$ cat src/rtl/aes_pkg.sv
`default_nettype none
// ============================================================================
//  Module      : aes_pkg
//  Description : Shared AES block constants, packer state encoding and the
//                PKCS#7 pad-byte helper.
//  Revision    : 1.0  initial release
// ============================================================================
package aes_pkg;

    localparam int AES_BLOCK_BYTES = 16;

    // Packer FSM: LO awaits the first half, HI the second half, PAD emits
    // the extra all-pad block after a block-aligned message end.
    typedef enum logic [1:0] {
        LO  = 2'd0,
        HI  = 2'd1,
        PAD = 2'd2
    } packer_state_t;

    // Pad byte for a block holding valid_bytes message bytes (0..16).
    // A full block yields 0, an empty block yields 16 (0x10).
    function automatic logic [7:0] pad_byte(input logic [4:0] valid_bytes);
        logic [5:0] n;
        n = 6'(AES_BLOCK_BYTES) - {1'b0, valid_bytes};
        return {2'b00, n};
    endfunction

endpackage
`default_nettype wire

$ cat src/rtl/axis_keep_count.sv
`default_nettype none
// ============================================================================
//  Module      : axis_keep_count
//  Description : Combinational 8-bit tkeep to byte count (0..8) plus a flag
//                that is set when the enables are contiguous from bit 0.
//  Revision    : 1.0  initial release
// ============================================================================
module axis_keep_count (
    input  logic [7:0] i_keep,
    output logic [3:0] o_count,
    output logic       o_contig
);

    // Population count of the byte enables.
    always_comb begin
        o_count = 4'd0;
        for (int i = 0; i < 8; i++) begin
            o_count = o_count + {3'b000, i_keep[i]};
        end
    end

    // A run of ones from bit 0 is of the form 2^k-1, so keep & (keep+1) is 0.
    // An all-zero keep also passes here; it is flagged separately.
    assign o_contig = ((i_keep & (i_keep + 8'd1)) == 8'd0);

endmodule
`default_nettype wire

$ cat src/rtl/axis_block_packer.sv
`default_nettype none
// ============================================================================
//  Module      : axis_block_packer
//  Description : Packs a 64-bit AXI-Stream into 128-bit AES blocks, one output
//                beat per block. The partial final block is zero-filled with
//                exact tkeep, or PKCS#7 padded with full tkeep (and an extra
//                all-pad block for block-aligned messages) when the macro
//                AES_PKCS7_PAD_EN is defined.
//  Revision    : 1.0  initial release
// ============================================================================
module axis_block_packer
    import aes_pkg::*;
#(
    parameter int TDATA_WIDTH = 64
) (
    input  logic                       clk,
    input  logic                       rst,
    input  logic                       s_tvalid,
    output logic                       s_tready,
    input  logic [TDATA_WIDTH-1:0]     s_tdata,
    input  logic [TDATA_WIDTH/8-1:0]   s_tkeep,
    input  logic                       s_tlast,
    input  logic                       s_tuser,
    output logic                       m_tvalid,
    input  logic                       m_tready,
    output logic [2*TDATA_WIDTH-1:0]   m_tdata,
    output logic [TDATA_WIDTH/4-1:0]   m_tkeep,
    output logic                       m_tlast,
    output logic                       m_tuser,
    output logic                       err
);

    localparam int         c_beat_bytes = TDATA_WIDTH / 8;
    localparam int         c_blk_bytes  = 2 * c_beat_bytes;
    localparam logic [7:0] c_full_pad   = 8'(AES_BLOCK_BYTES);

    packer_state_t                r_state;
    logic [TDATA_WIDTH-1:0]       r_lo_data;
    logic [c_beat_bytes-1:0]      r_lo_keep;
    logic [3:0]                   r_lo_count;
    logic                         r_lo_user;

    logic                         r_m_tvalid;
    logic [2*TDATA_WIDTH-1:0]     r_m_tdata;
    logic [c_blk_bytes-1:0]       r_m_tkeep;
    logic                         r_m_tlast;
    logic                         r_m_tuser;
    logic                         r_err;

    logic [3:0]                   w_count;
    logic                         w_contig;
    logic                         w_out_free;
    logic                         w_accept;
    logic                         w_complete;
    logic                         w_pad_next;
    logic                         w_beat_err;
    logic [4:0]                   w_total;
    logic [7:0]                   w_fill_byte;
    logic [2*TDATA_WIDTH-1:0]     w_blk_data;
    logic [c_blk_bytes-1:0]       w_blk_keep;
    logic [2*TDATA_WIDTH-1:0]     w_fill_data;
    logic [c_blk_bytes-1:0]       w_out_keep;

    axis_keep_count u_keep_count (
        .i_keep   (s_tkeep),
        .o_count  (w_count),
        .o_contig (w_contig)
    );

    // Output slot is free when empty or being drained this cycle.
    assign w_out_free = !r_m_tvalid || m_tready;
    assign s_tready   = ((r_state == LO) || (r_state == HI)) && w_out_free;
    assign w_accept   = s_tvalid && s_tready;
    assign w_complete = w_accept && ((r_state == HI) || s_tlast);

    // Valid bytes in the block being completed.
    assign w_total = (r_state == HI) ? (5'(r_lo_count) + 5'(w_count)) : 5'(w_count);

    // Block assembled from the held first half (if any) and the current beat.
    assign w_blk_data = (r_state == HI) ? {s_tdata, r_lo_data}
                                        : {{TDATA_WIDTH{1'b0}}, s_tdata};
    assign w_blk_keep = (r_state == HI) ? {s_tkeep, r_lo_keep}
                                        : {{c_beat_bytes{1'b0}}, s_tkeep};

`ifdef AES_PKCS7_PAD_EN
    assign w_fill_byte = pad_byte(w_total);
    assign w_out_keep  = {c_blk_bytes{1'b1}};
    // A block-aligned message end needs a whole extra pad block.
    assign w_pad_next  = (r_state == HI) && s_tlast && (w_total == 5'(c_blk_bytes));
`else
    assign w_fill_byte = 8'h00;
    assign w_out_keep  = w_blk_keep;
    assign w_pad_next  = 1'b0;
`endif

    // Every disabled byte position carries the fill byte.
    for (genvar i = 0; i < c_blk_bytes; i++) begin : g_fill
        assign w_fill_data[8*i +: 8] = w_blk_keep[i] ? w_blk_data[8*i +: 8] : w_fill_byte;
    end

    assign w_beat_err = !w_contig
                     || (s_tkeep == '0)
                     || (!s_tlast && (s_tkeep != {c_beat_bytes{1'b1}}))
                     || ((r_state == HI) && (s_tuser != r_lo_user));

    // Packer FSM with registered output slot and sticky error flag.
    always_ff @(posedge clk or posedge rst) begin
        if (rst) begin
            r_state    <= LO;
            r_lo_data  <= '0;
            r_lo_keep  <= '0;
            r_lo_count <= 4'd0;
            r_lo_user  <= 1'b0;
            r_m_tvalid <= 1'b0;
            r_m_tdata  <= '0;
            r_m_tkeep  <= '0;
            r_m_tlast  <= 1'b0;
            r_m_tuser  <= 1'b0;
            r_err      <= 1'b0;
        end else begin
            if (w_accept && w_beat_err) begin
                r_err <= 1'b1;
            end

            case (r_state)
                LO: begin
                    if (w_accept && !s_tlast) begin
                        r_lo_data  <= s_tdata;
                        r_lo_keep  <= s_tkeep;
                        r_lo_count <= w_count;
                        r_lo_user  <= s_tuser;
                        r_state    <= HI;
                    end
                end
                HI: begin
                    if (w_accept) begin
                        r_state <= w_pad_next ? PAD : LO;
                    end
                end
`ifdef AES_PKCS7_PAD_EN
                PAD: begin
                    if (w_out_free) begin
                        r_state <= LO;
                    end
                end
`endif
                default: r_state <= LO;
            endcase

            if (w_complete) begin
                r_m_tvalid <= 1'b1;
                r_m_tdata  <= w_fill_data;
                r_m_tkeep  <= w_out_keep;
                r_m_tlast  <= s_tlast && !w_pad_next;
                r_m_tuser  <= (r_state == HI) ? r_lo_user : s_tuser;
`ifdef AES_PKCS7_PAD_EN
            end else if ((r_state == PAD) && w_out_free) begin
                r_m_tvalid <= 1'b1;
                r_m_tdata  <= {c_blk_bytes{c_full_pad}};
                r_m_tkeep  <= {c_blk_bytes{1'b1}};
                r_m_tlast  <= 1'b1;
                r_m_tuser  <= r_lo_user;
`endif
            end else if (m_tready) begin
                r_m_tvalid <= 1'b0;
            end
        end
    end

    assign m_tvalid = r_m_tvalid;
    assign m_tdata  = r_m_tdata;
    assign m_tkeep  = r_m_tkeep;
    assign m_tlast  = r_m_tlast;
    assign m_tuser  = r_m_tuser;
    assign err      = r_err;

endmodule
`default_nettype wire
$ cat config.mk
export PLATFORM = sky130hd
export DESIGN_NAME = axis_block_packer
export DESIGN_NICKNAME = d
export VERILOG_FILES = /design/src/rtl/aes_pkg.sv /design/src/rtl/axis_keep_count.sv /design/src/rtl/axis_block_packer.sv
export SDC_FILE = /design/constraint.sdc
export NUM_CORES = 1
export LEC_CHECK = 0
export ABC_AREA = 1
export CAP_MARGIN = 10
export CORE_ASPECT_RATIO = 0.75
export CORE_UTILIZATION = 35
export CTS_CLUSTER_DIAMETER = 120
export DETAILED_ROUTE_END_ITERATION = 16
export PLACE_DENSITY_LB_ADDON = 0.08
export SKIP_LAST_GASP = 1
export SYNTH_ARGS = -nofsm -noshare
export SYNTH_HDL_FRONTEND = slang
export SYNTH_HIERARCHICAL = 1
export SYNTH_SLANG_ARGS = --single-unit
$ cat constraint.sdc
create_clock -name clk -period 19.05 [get_ports clk]
set_input_delay 3.81 -clock clk [delete_from_list [all_inputs] [get_ports clk]]
set_output_delay 3.81 -clock clk [all_outputs]
set_load 0.05 [all_outputs]
---- Word-level counts from Yosys, hierarchy flattened ----
Cells that the tools add are included.
storage, ports and cells
  input bits .............................. 78
  output and inout bits ................... 149
  logic and storage cells ................. 63
  bits in registers ....................... 223
cells by class
  reduce and logical (&&, ||, !) cells .... 22
  bitwise logic cells ..................... 1
  add/subtract/negate cells ............... 1
  equality and inequality tests ........... 5
  multiplexer cells ....................... 24
operator list
  cell                   number
  $mux W128              1
  $mux W8                16
  $logic_not A8 Y1       2
  $mux W16               1
  $add A8 B1 Y8 const B  1
  $and A8 B8 Y8          1
  $ne A8 B8 Y1 const B   1
  $logic_and A1 B1 Y1    7
  $logic_or A1 B1 Y1     6
  $mux W2                2
  $pmux W2 S2            1
  $reduce_and A2 Y1      2
  $logic_not A1 Y1       3
  $mux W1                3
  $eq A2 B1 Y1 const B   1
  $logic_not A2 Y1       1
  $ne A2 B1 Y1 const B   1
  $ne A2 B2 Y1 const B   1
  $reduce_bool A2 Y1     1
  $ne A1 B1 Y1           1

---- Logic depth before layout (Yosys ltp) ----
  depth in word-level cells ............... 8
  depth in mapped cells ................... 12

---- Modules after synthesis ----
The synthesis kept the hierarchy.
by module, submodules not included
  module             area an instance (um2)  cells each  instances
  axis_block_packer  9087.5                  983         1
  axis_keep_count    275.3                   41          1

---- Least setup slack after synthesis ----
No wires, ideal clock.
  path kind ............................... input-to-output
  from .................................... input m_tready
  to ...................................... output s_tready
  data required time ...................... 15.240 ns
  slack ................................... 11.162 ns
  path buffers ............................ 0
  arrival ................................. 4.078 ns
  stages .................................. 2
  path through ............................ inv_1 > nand2_2
on the way
  longest elaborated chain between the ends .. 2
RTL lines
  item                 RTL line                 RTL
  from (decl)          axis_block_packer.sv:25  input logic m_tready,
  $logic_or A1 B1 Y1   axis_block_packer.sv:71  assign w_out_free = !r_m_tvalid || m_tready;
  $logic_and A1 B1 Y1  axis_block_packer.sv:72  assign s_tready = ((r_state == LO) || (r_state == HI)) && w_out_free;
  to (decl)            axis_block_packer.sv:19  output logic s_tready,
Every way passes these cells.

---- Final worst setup path ----
Same ends and word-level chain as after synthesis.

==> metrics.md <==
| Metric | Value |
|---|---|
| Die height | `142.4 um` |
| Post-cts sizing count | `0` |
| Final Cycle Share | `47.29%` |
| Via count | `7208` |
| GRT Total Usage | `18.23%` |
| Horiz. Die Dim | `189.1 um` |
| Post-CTS setup buffers | `0` |
| Measured slew at the worst slew-check pin | `1123 ps` |
| Sequential Area | `5555 um2` |
| Slew margin rel. | `25.11%` |
| Syn avg cell area | `9.148 um2` |
| Syn nets | `1085` |
| Worst-Skew Late Latency | `510 ps` |
| Clock Skew | `14.64 ps` |
| Max Transition Viols Final | `0` |
| Endpoints failing hold | `0` |
| Unrepaired setup endpoints after global routing | `false` |
| Cts bufs inserted | `24` |
| Std-Cell Rows | `50` |
| First-pass GRT wire length | `39200 um` |
| Layout net count | `1293` |
| Post-Syn Area | `9194 um2` |
| Gr ovfl total | `0` |
| Total power | `1672 uW` |
| Place WS | `10040 ps` |
| Post-route ant nets | `0` |
| Synth warnings | `6` |
| Max Root-Sink Buffers | `3` |
| DR WL/cell | `15.21 um` |
| Clock sink count | `222` |
| Vias per inst | `4.594` |
| Area Growth Syn to Fin | `33.55%` |
| Antenna Cells | `0` |
| Worst Slack Setup Final | `10040 ps` |
| Routed wire length | `23860 um` |
| DRT Pass-1 Iters | `5` |
| Depth of the CTS H-tree | `1` |
| Worst setup EP type | `output pin` |
| Root buffer cell | `clkbuf_16` |
| Starting Density | `36.20%` |
| First DRT Iteration DRCs | `441` |
| VDD IR max | `0.08247 mV` |
| Fin crit period | `9008 ps` |
| Residual DRC | `0` |
| Layout cell share with drive strength beyond 1 | `5.199%` |
| Reg clk slew, reported paths | `60 ps` |
| Ports | `227` |
| Vias in the first global route | `7011` |
| Critical path startpoint category | `input pin` |
| # setup viols final | `0` |
| Initial antenna violation count | `2` |
| PortBufs | `226` |
| Sum Neg Setup Slack | `0 ps` |
| Required time of the critical path | `15240 ps` |
| Status | `finished clean` |
| Power per cell area | `136.1 nW/um2` |
| Worst hold path class | `register to register` |
| Leakage | `0.005807 uW` |
| GPL Wtd Cong | `0.7148` |
| Data arrival, critical path | `5200 ps` |
| Area after DPL | `11510 um2` |
| Worst setup path class | `input pin to output pin` |
| Post-Syn Instances | `1005` |
| Critical-path maximum fanout | `3` |
| F_max | `0.1110 GHz` |
| DPL Wire Length | `15330 um` |
| Final Cell Area | `12280 um2` |
| Die ar. | `26930 um2` |
| Number of max-cap violations | `0` |
| Multi-input gate area | `2883 um2` |
| CORE AREA | `25400 um2` |
| Largest net degree at the start of global routing | `108` |
| CTS tree | `built` |
| Hold_buf cts | `0` |
| Fill count | `2485` |
## placed cells by master (no fill, tap or decap)
cell,instances
a21oi_2,1
buf_4,6
o21ai_1,188
clkbuf_16,25
clkbuf_1,7
nand2_2,2
clkinv_2,8
bufinv_16,1
nand3_2,8
nor2_8,1
nor2_1,9
dfrtp_1,222
nand2_1,339
nor2_4,1
inv_1,83
clkdlybuf4s50_1,226
ha_1,2
inv_4,2
inv_8,1
o21ai_0,89
inv_2,3
nand2_4,2
clkbuf_8,3
nand3_1,2
## final cells by class
class                   count  area share, %
inverters                  89          2.823
multi-input cells         644          23.48
repair buffers            232          18.79
well taps                 338          3.444
flip-flops and latches    222          45.25
clock buffers              35          5.646
clock inverters             9         0.5707
## worst max-delay path: stages
cell	delay, ps
clkdlybuf4s50_1	450
inv_1	40
nand2_2	80
clkdlybuf4s50_1	800
## worst paths after layout
kind	start	endpoint	slack (ps)	depth (start not counted)
min in group asynchronous	rst	m_tdata[16]$_DFFE_PP0P_	3820	2
max in group asynchronous	rst	m_tlast$_DFFE_PP0P_	13770	3
worst max register to register	r_state[0]$_DFFE_PP0P_	m_tdata[76]$_DFFE_PP0P_	16610	6
worst min-delay path	m_tkeep[1]$_DFFE_PP0P_	m_tkeep[1]$_DFFE_PP0P_	470	2
worst min register to register	m_tkeep[1]$_DFFE_PP0P_	m_tkeep[1]$_DFFE_PP0P_	470	2
worst max-delay path	m_tready	s_tready	10040	4
## flip-flops by register name (all words and copies together), names as in the netlist
signal and count:
r_state 1, m_tuser 1, m_tvalid 1, err 1
m_tdata 128, r_lo_keep 8, r_lo_user 1, m_tkeep 16
m_tlast 1, r_lo_data 64
## metal layers
metal / track usage [%] / vias up / routed length, um / share of wire (%)
met2: 26.35 / 181 / 10080 / 42
met3: 5.720 / 29 / 1927 / 8.1
met5: 0 / - / 24 / 0.10
li1: - / 3637 / - / -
met4: 3.311 / 4 / 325 / 1.4
met1: 26.75 / 3357 / 11510 / 48
## metrics by stage
stage / cells / hold WS, ps / utilization, %
finish: 1569 / 471.1 / 48.34
global route: 1569 / 491.7 / 48.34
CTS: 1569 / 472.9 / 48.34
detailed placement: 1525 / 457.2 / 45.34
global placement: 1525 / 451.8 / 45.34
floorplan: 1005 / 447.9 / -
## where the power goes
| group | internal [uW] | switching (uW) | leakage (uW) |
|---|---|---|---|
| combinational | 184 | 394 | 0.00254 |
| sequential | 581 | 59.6 | 0.00288 |
| clock | 266 | 186 | 0.000383 |
No activity file was read; power rests on OpenSTA's default activity.
